`src/rtl/rw_stage_pkg.sv`:
```
// ============================================================================
//  Module      : rw_stage_pkg
//  Description : Shared constants and helpers for the register-writeback stage.
//  Revision    : 1.0 - initial release
// ============================================================================
`default_nettype none

package rw_stage_pkg;

    localparam int DATA_W   = 32;
    localparam int ADDR_W   = 4;
    localparam int NUM_REGS = 16;
    localparam int CB_W     = 22;

    // Bit positions inside the decoded control bus
    localparam int CB_IS_WB   = 0;
    localparam int CB_IS_LD   = 1;
    localparam int CB_IS_CALL = 2;

    localparam logic [ADDR_W-1:0] RA_INDEX = 4'd15;
    localparam logic [DATA_W-1:0] PC_INCR  = 32'd4;
    localparam int                RD_MSB   = 25;
    localparam int                RD_LSB   = 22;

    typedef enum logic [1:0] {
        WB_SRC_ALU  = 2'd0,
        WB_SRC_LD   = 2'd1,
        WB_SRC_CALL = 2'd2
    } wb_src_t;

    // CALL outranks LD; anything else writes the ALU result.
    function automatic wb_src_t select_wb_src(input logic [CB_W-1:0] cb);
        wb_src_t src;
        if (cb[CB_IS_CALL]) begin
            src = WB_SRC_CALL;
        end else if (cb[CB_IS_LD]) begin
            src = WB_SRC_LD;
        end else begin
            src = WB_SRC_ALU;
        end
        return src;
    endfunction

endpackage

`default_nettype wire

```
`src/rtl/rw_regfile.sv`:
```
// ============================================================================
//  Module      : rw_regfile
//  Description : 16 x 32 register file, one write port, two write-through reads.
//  Revision    : 1.0 - initial release
// ============================================================================
`default_nettype none

module rw_regfile
    import rw_stage_pkg::*;
(
    input  logic                clk,
    input  logic                rst,
    input  logic                we,
    input  logic [ADDR_W-1:0]   waddr,
    input  logic [DATA_W-1:0]   wdata,
    input  logic [ADDR_W-1:0]   raddr_a,
    input  logic [ADDR_W-1:0]   raddr_b,
    output logic [DATA_W-1:0]   rdata_a,
    output logic [DATA_W-1:0]   rdata_b
);

    logic [DATA_W-1:0] r_regs [NUM_REGS];
    logic [ADDR_W-1:0] w_raddr [2];
    logic [DATA_W-1:0] w_rdata [2];

    always_ff @(posedge clk) begin
        if (rst) begin
            for (int i = 0; i < NUM_REGS; i++) begin
                r_regs[i] <= '0;
            end
        end else if (we) begin
            r_regs[waddr] <= wdata;
        end
    end

    assign w_raddr[0] = raddr_a;
    assign w_raddr[1] = raddr_b;

    // A write in flight is forwarded so the reader never sees stale data.
    generate
        for (genvar p = 0; p < 2; p++) begin : g_rd_port
            assign w_rdata[p] = (we && (w_raddr[p] == waddr)) ? wdata
                                                              : r_regs[w_raddr[p]];
        end
    endgenerate

    assign rdata_a = w_rdata[0];
    assign rdata_b = w_rdata[1];

endmodule

`default_nettype wire

```
`src/rtl/rw_stage.sv`:
```
// ============================================================================
//  Module      : rw_stage
//  Description : Register-writeback stage: writeback mux, retire counter, regfile.
//  Revision    : 1.0 - initial release
// ============================================================================
`default_nettype none

module rw_stage
    import rw_stage_pkg::*;
(
    input  logic                clk,
    input  logic                rst,
    input  logic                input_RW_valid,
    input  logic [31:0]         input_RW_PC,
    input  logic [31:0]         input_RW_Ld_Result,
    input  logic [31:0]         input_RW_ALU_Result,
    input  logic [31:0]         input_RW_IR,
    input  logic [21:0]         input_RW_controlBus,
    input  logic [3:0]          rd_addr_a,
    input  logic [3:0]          rd_addr_b,
    output logic [31:0]         rd_data_a,
    output logic [31:0]         rd_data_b,
    output logic                wb_en,
    output logic [3:0]          wb_addr,
    output logic [31:0]         wb_data,
    output logic [31:0]         retired_count
);

    logic              w_wb_en;
    logic [3:0]        w_wb_addr;
    logic [31:0]       w_wb_data;
    wb_src_t           w_wb_src;
    logic [31:0]       r_retired_count;

    assign w_wb_en   = input_RW_valid & input_RW_controlBus[CB_IS_WB] & ~rst;
    assign w_wb_addr = input_RW_controlBus[CB_IS_CALL] ? RA_INDEX
                                                       : input_RW_IR[RD_MSB:RD_LSB];
    assign w_wb_src  = select_wb_src(input_RW_controlBus);

    always_comb begin
        w_wb_data = input_RW_ALU_Result;
        case (w_wb_src)
            WB_SRC_CALL: w_wb_data = input_RW_PC + PC_INCR;
            WB_SRC_LD:   w_wb_data = input_RW_Ld_Result;
            default:     w_wb_data = input_RW_ALU_Result;
        endcase
    end

    // Wraps silently at 2^32; no overflow indication is wanted.
    always_ff @(posedge clk) begin
        if (rst) begin
            r_retired_count <= '0;
        end else if (input_RW_valid) begin
            r_retired_count <= r_retired_count + 32'd1;
        end
    end

    rw_regfile u_regfile (
        .clk     (clk),
        .rst     (rst),
        .we      (w_wb_en),
        .waddr   (w_wb_addr),
        .wdata   (w_wb_data),
        .raddr_a (rd_addr_a),
        .raddr_b (rd_addr_b),
        .rdata_a (rd_data_a),
        .rdata_b (rd_data_b)
    );

    assign wb_en         = w_wb_en;
    assign wb_addr       = w_wb_addr;
    assign wb_data       = w_wb_data;
    assign retired_count = r_retired_count;

    // Only the rd field of the instruction word is consumed here.
    logic w_unused;
    assign w_unused = ^{input_RW_IR[31:RD_MSB+1], input_RW_IR[RD_LSB-1:0],
                        input_RW_controlBus[21:3]};

endmodule

`default_nettype wire

```
`config.mk`:
```
export PLATFORM = sky130hd
export DESIGN_NAME = rw_stage
export DESIGN_NICKNAME = d
export VERILOG_FILES = /design/src/rtl/rw_stage_pkg.sv /design/src/rtl/rw_regfile.sv /design/src/rtl/rw_stage.sv
export SDC_FILE = /design/constraint.sdc
export NUM_CORES = 1
export LEC_CHECK = 0
export BUFFER_PORTS_ARGS = -buffer_cell sky130_fd_sc_hd__buf_2
export CAP_MARGIN = 20
export CORE_MARGIN = 1
export CORE_UTILIZATION = 62
export CTS_BUF_LIST = sky130_fd_sc_hd__clkbuf_4
export DETAILED_ROUTE_END_ITERATION = 10
export HOLD_SLACK_MARGIN = 0.12
export PLACE_DENSITY_LB_ADDON = 0.12
export SYNTH_ARGS = -nofsm -noshare
export SYNTH_HDL_FRONTEND = slang
export SYNTH_HIERARCHICAL = 1
export SYNTH_SLANG_ARGS = --single-unit
export TNS_END_PERCENT = 1
```
`constraint.sdc`:
```
create_clock -name clk -period 2.89 [get_ports clk]
set_clock_uncertainty 0.1 [all_clocks]
set_input_delay 0 -clock clk [delete_from_list [all_inputs] [get_ports clk]]
set_output_delay 0 -clock clk [all_outputs]
set_load 0.1 [all_outputs]
```
Word-level counts from Yosys, hierarchy flattened
Memories as Yosys holds them, arrays and structs flattened.
Index checks and enable logic that the tools add are counted.
{"block": "totals", "n_memories": 1, "reg_bits": 32, "inputBits": 161, "wordCells": 28, "mem_bits_rw": 512, "output_inout_bits": 133}
{"name": "u_regfile.r_regs", "words": 16, "word_bits": 32, "read_ports": 2, "rd_ports_with_merged_regs": 0, "write_ports": 16, "line": "rw_regfile.sv:22", "text": "logic [DATA_W-1:0] r_regs [NUM_REGS];"}
{"block": "classes", "eq_ne": 4, "reduce_logical": 3, "add_sub_neg": 2, "n_mux": 14, "bitwise": 3}
{"op": "32-bit two-way mux", "n": 3}
{"op": "32-bit one-hot mux with 2 select lines", "n": 1}
{"op": "32-bit by 1-bit adder with 32-bit output, second input constant", "n": 1}
{"op": "32-bit by 3-bit adder with 32-bit output, second input constant", "n": 1}
{"op": "32-bit OR reduction", "n": 1}
{"op": "4-bit equality test", "n": 2}
{"op": "4-bit two-way mux", "n": 2}
{"op": "1-bit two-way mux", "n": 7}
{"op": "1-bit bitwise AND", "n": 2}
{"op": "2-bit by 1-bit equality test with 1-bit output, second input constant", "n": 1}
{"op": "2-bit equality test, second input constant", "n": 1}
{"op": "1-bit logical AND", "n": 2}
{"op": "2-bit two-way mux", "n": 1}
{"op": "1-bit inverter", "n": 1}

Longest topological paths before layout
Gate-level depths: netlist of run 1.
{"block": "depth", "word_depth": 7, "ltp_mapped": 9}

Modules after synthesis
Netlist of run 1, hierarchy kept.
{"mod": "rw_regfile", "cells_each": 1766, "seq_area_each_um2": 15374.7, "instances": 1, "area_per_inst_um2": 27345.0}
{"mod": "rw_stage", "cells_each": 385, "seq_area_each_um2": 640.6, "instances": 1, "area_per_inst_um2": 2829.0}

Worst setup path before layout of run 1
Ideal clock, no wire load.
{"block": "synth_path", "path_type": "input port to output port", "from": "input port input_RW_PC[2]", "to": "output port rd_data_a[22]", "n_path_buf": 0, "setup_slack_ns": -1.547, "arrival_ns": 4.337, "required_time_ns": 2.790, "cell_stages": 6, "cell_sequence": "ha_1 > nand4_1 > nor4_1 > a311oi_1 > a221oi_1 > mux2_2"}
{"block": "synth_via", "elab_chain_len": 3}
{"item": "from (decl)", "line": "rw_stage.sv:14", "text": "input logic [31:0] input_RW_PC,"}
{"item": "32-bit by 3-bit adder with 32-bit output", "line": "rw_stage.sv:43", "text": "WB_SRC_CALL: w_wb_data = input_RW_PC + PC_INCR;"}
{"item": "32-bit one-hot mux with 2 select lines", "line": "rw_stage.sv:42", "text": "case (w_wb_src)"}
{"item": "via wb_data[22]", "line": "rw_stage.sv:25", "text": "output logic [31:0] wb_data,"}
{"item": "32-bit two-way mux", "line": "rw_regfile.sv:42", "text": "assign w_rdata[p] = (we && (w_raddr[p] == waddr)) ? wdata"}
{"item": "to (decl)", "line": "rw_stage.sv:21", "text": "output logic [31:0] rd_data_a,"}
The timed path passes the listed nets, and every way through them passes these cells.

==> results of run 1 <==
==> state kept, by name (all words and copies together), names as in the netlist <==
signal            flops
retired_count        32
u_regfile/r_regs    512
==> critical path, cell delays in order, from the launching register on <==
cell and delay, ps:
edfxtp_1 410, mux4_2 480, mux4_2 500, mux2_4 300, buf_12 170
==> stage by stage <==
stage          utilization  worst slack [ps]  std cells  hold WS, ps  total power [mW]
2_1_floorplan            -              -661       2151          144              12.1
3_3_place_gp         0.712               292       2954          245              13.6
3_5_place_dp         0.712               223       2954          262              13.7
4_1_cts              0.772              -133       3284          129              20.5
5_1_grt              0.777              -147       3287          200              21.1
6_report             0.777             -63.2       3289          220              20.5
==> worst max path at each step <==
stage                                   startpoint  cells past startpoint                 endpoint  slack [ps]
after floorplan             input_RW_controlBus[1]                      6            rd_data_a[10]        -660
after global placement             input_RW_PC[13]                      7  u_regfile/r_regs[4][29]         290
after detailed placement           input_RW_PC[13]                      7  u_regfile/r_regs[7][29]         220
after CTS                 u_regfile/r_regs[14][30]                      4            rd_data_b[30]        -130
after global routing      u_regfile/r_regs[14][30]                      4            rd_data_a[30]        -150
final                     u_regfile/r_regs[14][30]                      4            rd_data_b[30]         -60
==> repair_timing <==
action,in CTS,in global routing
hold endpoints to repair,763,0
setup endpoints to repair,34,44
pin swaps,1,4
resized for setup,47,47
hold buffers,100,0
==> per-layer routing <==
layer  global-route usage  vias up  wire length, um
met5                    0        -               14
met4                0.234        2             5160
met3                0.116      314            12900
met2                0.623     1895            46300
met1                0.490    11100            31900
li1                     -     9211                -
==> synthesized netlist by cell type, types with 12 or more instances <==
| cell | number |
|---|---|
| or2_2 | 20 |
| o21ai_0 | 15 |
| nor2b_1 | 33 |
| clkbuf_1 | 155 |
| nand2_1 | 93 |
| mux2_2 | 72 |
| xor2_1 | 15 |
| nor3_1 | 12 |
| o31ai_1 | 16 |
| nand3_1 | 17 |
| nand4_1 | 15 |
| a31oi_1 | 13 |
| mux4_2 | 258 |
| a21oi_1 | 22 |
| or4_1 | 18 |
| xnor2_1 | 14 |
| dfxtp_1 | 32 |
| edfxtp_1 | 512 |
| a22oi_1 | 124 |
| nor2_1 | 40 |
| a211oi_1 | 28 |
| buf_2 | 38 |
| and2_1 | 515 |
==> power by group through the flow <==
stage / clock [mW] / sequential [mW] / combinational (mW)
after floorplan: 0 / 9.29 / 2.85
after global placement: 0 / 9.29 / 4.27
after detailed placement: 0 / 9.35 / 4.31
after CTS: 6.71 / 9.18 / 4.56
after global routing: 7.10 / 9.23 / 4.79
final: 6.66 / 9.19 / 4.67
==> logic make-up (layout without fill, tap and decap cells) <==
| logic type | after synthesis | after routing |
|---|---|---|
| AO/OA/AOI/OAI | 221 | 221 |
| XOR/XNOR | 29 | 29 |
| adder cells (fa/ha/maj) | 2 | 2 |
| buffers and inverters | 211 | 729 |
| flip-flops | 544 | 544 |
| multiplexers | 341 | 341 |
| other | 0 | 5 |
| AND/OR/NAND/NOR | 803 | 803 |
==> area by class of cell <==
type	count	area [um2]
flip-flops and latches	544	16000
diodes	5	12.5
repair buffers	490	4780
fillers	2771	10700
multi-input cells	1396	13800
inverters	9	33.8
clock buffers	199	1490
clock inverters	31	233
well taps	615	769
==> metrics.txt, run 1 <==
Initial DRC Count 3152; CP required 2790 ps; largest net degree at the start of global routing 53; Compound-Gate Fraction of Synth Area 0.0515; antenna violations before repair 6; Final period util 1.02; outcome finished, violations left; Synthesis Warnings 6; final setup vio count 3; critical path class flop to output pin; mux share of post-synthesis cell area 0.223; worst hold start rst; largest family of logic cells by synthesized area multiplexers; Logic pwr share 0.227; CP max FO 2; die footprint approximately 0.05 mm2; Worst Max-Slew Pin Slew ~860 ps; CP arrival 2850 ps; detailed-route via count 22500; synthesized cell area 0.0302 mm2; Skew-Pair Late Insertion Delay 980 ps; Initial Util 0.631; vias per cell 6.86; register area share after synthesis 0.531; Final #Nets roughly 2700; vias in the first global route 23000; Synth top area share 0.510; port bufs 246; Overflow after GRT 0; Post-CTS Setup Bufs 0; Synth Flop Type edfxtp_1; XOR/XNOR Fraction of Synth Area 0.00842; final wirelength 96300 um; Sink Count 544; Reg2Reg Setup Slack 720 ps; clock-pin slew on the worst setup and hold paths roughly 70 ps; Detailed Place HPWL 58300 um; violated checks setup timing; post-route ant nets 0; leak pwr 13.6 nW; Final WS setup -63.2 ps; PwrDens 552 mW/mm2; first-pass GRT wire length approximately 140000 um; Psw between 6 and 7 mW; post-synthesis simple-gate area fraction 0.157; die height 223 um; Cells after Synth 2151; First-pass DRT Iterations 5; largest area contributor in the netlist edfxtp_1; pins over their slew limit 0; io pins 294; Num CTS Buffers 142; synthesis-to-layout area growth 23.2%; CP endpoint kind output pin; RR Endpoint retired_count[1]; layout cell share with drive strength beyond 1 0.393; most frequent cells in the layout and2_1, edfxtp_1, mux4_2; Synth area leaders edfxtp_1, mux4_2, and2_1, a22oi_1, mux2_2; hold depth 4; Max-Cap Viols 0; sequential share of power 0.448; RSZ-0062 raised after global routing yes; HP Class input port to flop; Syn Area/Cell 14.0 um2; commonest non-fill, non-tap cell in the layout and2_1; Async SR Flop Fraction 0; R2R cell count 5; synth unique cells 43; Clock power frac 0.324; Final min period roughly 3000 ps; Placed Area 0.0341 mm2; #FFs+latches synth 544; post-synth net total 2314; Slew HR 0.426; CTS tree built; Max VDD drop roughly 0.38 mV; Core Area 0.0478 mm2; max frequency ~340 MHz; area of all placed cells without fillers 0.0372 mm2; CTS H-tree depth 4; Residual DRC 0; Total GRT Usage 0.396; switch share 0.305; Sum Neg Setup Slack -121 ps; Placer Congestion 0.898; clk root buf clkbuf_4; Die W 223 um; WHS Endpoint retired_count[7]; maximum clock path buffer count 3; number of synthesized flops with an enable pin 512; Pint 14.3 mW; adder-cell share of the synthesized area 0.000829; Routed WL per cell 29.3 um; crit start category flop; worst r2r src retired_count[0]; Rows 80; final hold vios 0
Power figures use the tool's default switching activity.
==> run 2, diff against run 1 <==
==> constraint.sdc (replaced) <==
create_clock -name clk -period 3.2 [get_ports clk]
set_clock_uncertainty 0.1 [all_clocks]
set_input_delay 0 -clock clk [delete_from_list [all_inputs] [get_ports clk]]
set_output_delay 0 -clock clk [all_outputs]
set_load 0.1 [all_outputs]
==> run 2 against run 1 <==
The flow now finishes without violations. Die area unchanged. Critical path depth increased by 6. Global-route usage grew 0.75 points. Via count grew 1.7%. Combinational power shrank 15%. First-iteration DRC count grew 10%. Flip-flop and latch count did not move. Clock power decreased by 13%. Utilization fell by 1.7 points. Non-clock buffer count fell by 5. Cell area down 2.2%. Highest routed layer unchanged.
==> metrics.txt, run 2 (synthesis gave the netlist of run 1 again) <==
Core Area 0.0478 mm2 (unchanged); post-route ant nets 0 (unchanged); pins over their slew limit 0 (unchanged); placed cells 2935 (was 2954); Initial DRC Count 3472 (was 3152); pre-CTS setup slack 234 ps (was 223 ps); io pins 294 (unchanged); area of all placed cells without fillers 0.0364 mm2 (was 0.0372 mm2); CP endpoint kind output pin (unchanged); CP required 3100 ps (was 2790 ps); Final WS setup 20.9 ps (was -63.2 ps); largest reg by FF count u_regfile/r_regs (unchanged); PwrDens 497 mW/mm2 (was 552 mW/mm2); Worst Max-Slew Pin Slew 982 ps (was 861 ps); critical path class input port to output pin (was flop to output pin); final cell count without fillers 3285 (was 3289); Residual DRC 0 (unchanged); die height 223 um (unchanged); Final Power 18.1 mW (was 20.5 mW); crit start category input port (was flop); CTS tree built (unchanged); Max VDD drop 0.317 mV (was 0.376 mV); port bufs 246 (unchanged); Rows 80 (unchanged); clk root buf clkbuf_4 (unchanged); worst-path cell with the longest stage delay dlygate4sd3_1 (was mux4_2); Sink Count 544 (unchanged); Sum Neg Setup Slack 0 ps (was -121 ps); Final period util 0.993; Placer Congestion 0.894 (was 0.898); Placed Area 0.0335 mm2 (was 0.0341 mm2); antenna violations before repair 5 (was 6); CP max FO 17 (was 2); final setup vio count 0 (was 3); leak pwr 13.3 nW (was 13.6 nW); Total GRT Usage 0.404 (was 0.396); layout cell share with drive strength beyond 1 0.368 (was 0.393); Routed WL per cell 29.9 um (was 29.3 um); Die W 223 um (unchanged); synthesis-to-layout area growth 20.5% (was 23.2%); Slew HR 0.341 (was 0.426); vias per cell 6.98 (was 6.86); crit-path cells buf_2 -> ha_1 -> nand4_1 -> nor2_1 -> xnor2_1 -> dlygate4sd3_1 -> a21oi_1 -> dlygate4sd3_1 -> buf_4 -> buf_12 (was mux4_2 -> mux4_2 -> mux2_4 -> buf_12); final core utilization 0.760 (was 0.777); commonest non-fill, non-tap cell in the layout and2_1 (unchanged); crit-path max cell delay 680 ps (was 500 ps); final wirelength 98400 um (was 96300 um); Detailed Place HPWL 57400 um (was 58300 um); Final #Nets 2740 (was 2746); detailed-route via count 22900 (was 22500); Skew-Pair Late Insertion Delay 970 ps (was 980 ps); minimum hold slack 232 ps (was 220 ps); die footprint 0.0496 mm2 (unchanged); final hold vios 0 (unchanged); clock-pin slew on the worst setup and hold paths 70 ps (about the same); HP Class input port to flop (unchanged); First-pass DRT Iterations 7 (was 5); maximum clock path buffer count 3 (unchanged); Num CTS Buffers 141 (was 142); Overflow after GRT 0 (unchanged); largest net degree at the start of global routing 51 (was 53); most frequent cells in the layout and2_1, edfxtp_1, mux4_2 (unchanged); first-pass GRT wire length 143000 um (was 140000 um); Fill cells 2995 (was 2771); max frequency ~310 MHz; CTS H-tree depth 4 (unchanged); RSZ-0062 raised after global routing no (was yes); max FFs per register 512 (unchanged); Initial Util 0.631 (unchanged); CP arrival 3080 ps (was 2850 ps); outcome finished clean (was finished, violations left); vias in the first global route 22900 (was 23000); Final min period ~3200 ps; Max-Cap Viols 0 (unchanged); most used cell, CP dlygate4sd3_1 (was mux4_2)
## run 2: cell count changes in the layout (fill, tap and decap cells not counted), sizes merged
cell         before  now
clkbuf          202  206
clkinvlp          1    0
inv              15   14
clkinv           20   21
buf             387  371
dlygate4sd3     100  112
bufinv            4    1
## run 2: layout make-up
cell class                      count  area (um2)  area share
Antenna cell                        5        12.5    0.000344
Clock buffer                      204        1530      0.0421
Clock inverter                     27         131     0.00361
Inverter                            9        33.8    0.000929
Multi-Input combinational cell   1396       13500       0.372
Sequential cell                   544       16000       0.441
Tap cell                          615         769      0.0212
Timing Repair Buffer              485        4340       0.119
## run 2: worst paths after layout
path                            depth (start not counted)  slack, ps                     end         startpoint
worst max-delay path                                   10         20              wb_data[8]     input_RW_PC[2]
worst min-delay path                                    5        230  u_regfile/r_regs[2][2]     input_RW_PC[2]
worst max register to register                          4       1090       retired_count[29]  retired_count[15]
worst min register to register                          2        390       retired_count[31]  retired_count[31]
## run 2: critical path: cells and delay by family
kind | cells | cell delay (ps)
xor gates and xnor gates | 1 | 90
AOI/OAI and AO/OA | 1 | 480
adders and majority gates | 1 | 240
and+or+nand+nor | 2 | 450
buffers and inverters | 5 | 1800
## run 2: layer usage
metal,share of wire,wire (um),track usage,vias to the layer above
met3,0.15,14900,0.124,358
li1,-,-,-,9223
met2,0.46,45300,0.620,2008
met5,0.00022,22,0,-
met1,0.34,33700,0.528,11300
met4,0.046,4530,0.197,4
## run 2: power breakdown
part	total, mW	internal [mW]	switching (mW)
Combinational	3.96	1.41	2.55
Clock	5.79	2.97	2.82
Sequential	8.30	8.12	0.180
Total	18.1	12.5	5.55
## run 2: repair_timing
action,4_1_cts,5_1_grt
endpoints found under the hold margin,984,0
setup endpoints to repair,0,4
resized for setup,0,1
hold buffers,112,0
buffers inserted,0,0
==> run 3, diff against run 2 <==
==> constraint.sdc (replaced) <==
create_clock -name clk -period 3.47 [get_ports clk]
set_clock_uncertainty 0.1 [all_clocks]
set_input_delay 0 -clock clk [delete_from_list [all_inputs] [get_ports clk]]
set_output_delay 0 -clock clk [all_outputs]
set_load 0.1 [all_outputs]
==> run 3 against run 2 <==
Largest cell class unchanged. Wire length is 2.4% lower. Combinational power is 9.3% lower. Total power is 8.1% lower.
==> metrics.txt, run 3 (synthesis gave the netlist of run 1 again) <==
outcome finished clean (unchanged); Clock power frac 0.322 (was 0.321); Overflow after GRT 0 (unchanged); First-pass DRT Iterations 8 (was 7); Pint 11.5 mW (was 12.5 mW); post-route ant nets 0 (unchanged); Slew HR 0.283 (was 0.341); max frequency between 200 and 300 MHz; largest reg by FF count u_regfile/r_regs (unchanged); CP endpoint kind output pin (unchanged); Psw 5.11 mW (was 5.55 mW); CP arrival 3330 ps (was 3080 ps); layout cell share with drive strength beyond 1 0.357 (was 0.368); CP max FO 13 (was 17); final setup vio count 0 (unchanged); GR met1 Demand/Resource 0.498 (was 0.528); met2 GRT Util 0.625 (was 0.620); crit start category input port (unchanged); Sink Count 544 (unchanged); Die W 223 um (unchanged); maximum clock path buffer count 3 (unchanged); Fill cells 2980 (was 2995); synthesis-to-layout area growth 19.4% (was 20.5%); Worst Max-Slew Pin Slew 1070 ps (was 982 ps); first-pass GRT wire length 140000 um (was 143000 um); detailed-route via count 22600 (was 22900); Skew-Pair Late Insertion Delay 970 ps (about the same); most frequent cells in the layout and2_1, edfxtp_1, mux4_2 (unchanged); minimum hold slack 235 ps (was 232 ps); critical path class input port to output pin (unchanged); leak pwr 13.2 nW (was 13.3 nW); vias in the first global route 23000 (was 22900); final hold vios 0 (unchanged); largest net degree at the start of global routing 62 (was 51); vias per cell 6.90 (was 6.98); Initial Util 0.631 (unchanged); RSZ-0062 raised after global routing yes (was no); Routed WL per cell 29.3 um (was 29.9 um); Residual DRC 0 (unchanged); sequential share of power 0.462 (was 0.460); Logic pwr share 0.217 (was 0.219); PwrDens 460 mW/mm2 (was 497 mW/mm2); Placed Area 0.0332 mm2 (was 0.0335 mm2); clk root buf clkbuf_4 (unchanged); CP required 3370 ps (was 3100 ps); Placer Congestion 0.855 (was 0.894); Final min period approximately 3400 ps; Post-CTS Setup Bufs 0 (unchanged); Max-Cap Viols 0 (unchanged); Initial DRC Count 3298 (was 3472); GR met3 Demand/Resource 0.111 (was 0.124); Num CTS Buffers 140 (was 141); switch share 0.308 (was 0.307); die height 223 um (unchanged); pins over their slew limit 0 (unchanged); GRT busiest layer met2 (unchanged); Final #Nets 2721 (was 2740); max FFs per register 512 (unchanged); Detailed Place HPWL 55800 um (was 57400 um); antenna violations before repair 7 (was 5); hold depth 3 (was 5); HP Class input port to flop (unchanged); commonest non-fill, non-tap cell in the layout and2_1 (unchanged); Max VDD drop 0.397 mV (was 0.317 mV); Rows 80 (unchanged); clock-pin slew on the worst setup and hold paths 60 ps (was 70 ps); area of all placed cells without fillers 0.0360 mm2 (was 0.0364 mm2); Core Area 0.0478 mm2 (unchanged); final wirelength 96000 um (was 98400 um); Final period util 0.988; port bufs 246 (unchanged); CTS tree built (unchanged); R2R cell count 4 (unchanged); CTS H-tree depth 4 (unchanged); io pins 294 (unchanged); Total GRT Usage 0.394 (was 0.404); die footprint 0.0496 mm2 (unchanged)
[run 3: layout make-up]
class / count / area, um2 / share of cell area
tap: 615 / 769 / 0.0214
timing repair buffer: 467 / 4060 / 0.113
inverter: 9 / 33.8 / 0.000938
sequential: 544 / 16000 / 0.445
clock inverter: 44 / 224 / 0.00622
multi-input combinational: 1396 / 13500 / 0.374
antenna: 3 / 7.51 / 0.000208
clock buffer: 194 / 1460 / 0.0404
[run 3: final timing paths]
path                              end               from  slack, ps
min          u_regfile/r_regs[13][25]                rst        230
max                     rd_data_b[30]     input_RW_PC[2]         40
max reg2reg         retired_count[29]  retired_count[16]       1360
min reg2reg         retired_count[31]  retired_count[31]        390
[run 3: timing repair]
action | in CTS | in global routing
resized for setup | 0 | 2
endpoints found under the hold margin | 924 | 0
setup endpoints to repair | 0 | 15
hold buffers | 110 | 0
[run 3: power by group through the flow]
stage          Clock [mW]  Sequential (mW)  Combinational [mW]
3_3_place_gp            0             7.74                3.38
3_5_place_dp            0             7.79                3.42
2_1_floorplan           0             7.74                2.36
4_1_cts              5.38             7.64                3.55
5_1_grt              5.73             7.68                3.70
6_report             5.34             7.66                3.59
[run 3: critical path, stage by stage]
cell and delay (ps):
dlygate4sd3_1 540, buf_2 150, ha_1 220, nand4_1 260, or3_1 670, or4_1 580, a31oi_1 240, buf_4 250
mux2_2 210, buf_12 170
[run 3: per-stage QoR]
step / cells / worst slack (ps) / power, mW / setup TNS, ps / utilization
after global placement: 2922 / 689 / 11.1 / 0 / 0.695
final: 3272 / 40.7 / 16.6 / 0 / 0.753
after detailed placement: 2922 / 652 / 11.2 / 0 / 0.695
after global routing: 3272 / -31.6 / 17.1 / -135 / 0.753
after CTS: 3270 / 88.2 / 16.6 / 0 / 0.753
after floorplan: 2151 / -738 / 10.1 / -112640 / -
[run 3: routing by layer]
layer,wire length (um),vias to the layer above
met2,46100,1839
met1,32800,11200
met3,12500,317
met5,0,-
li1,-,9195
met4,4610,0
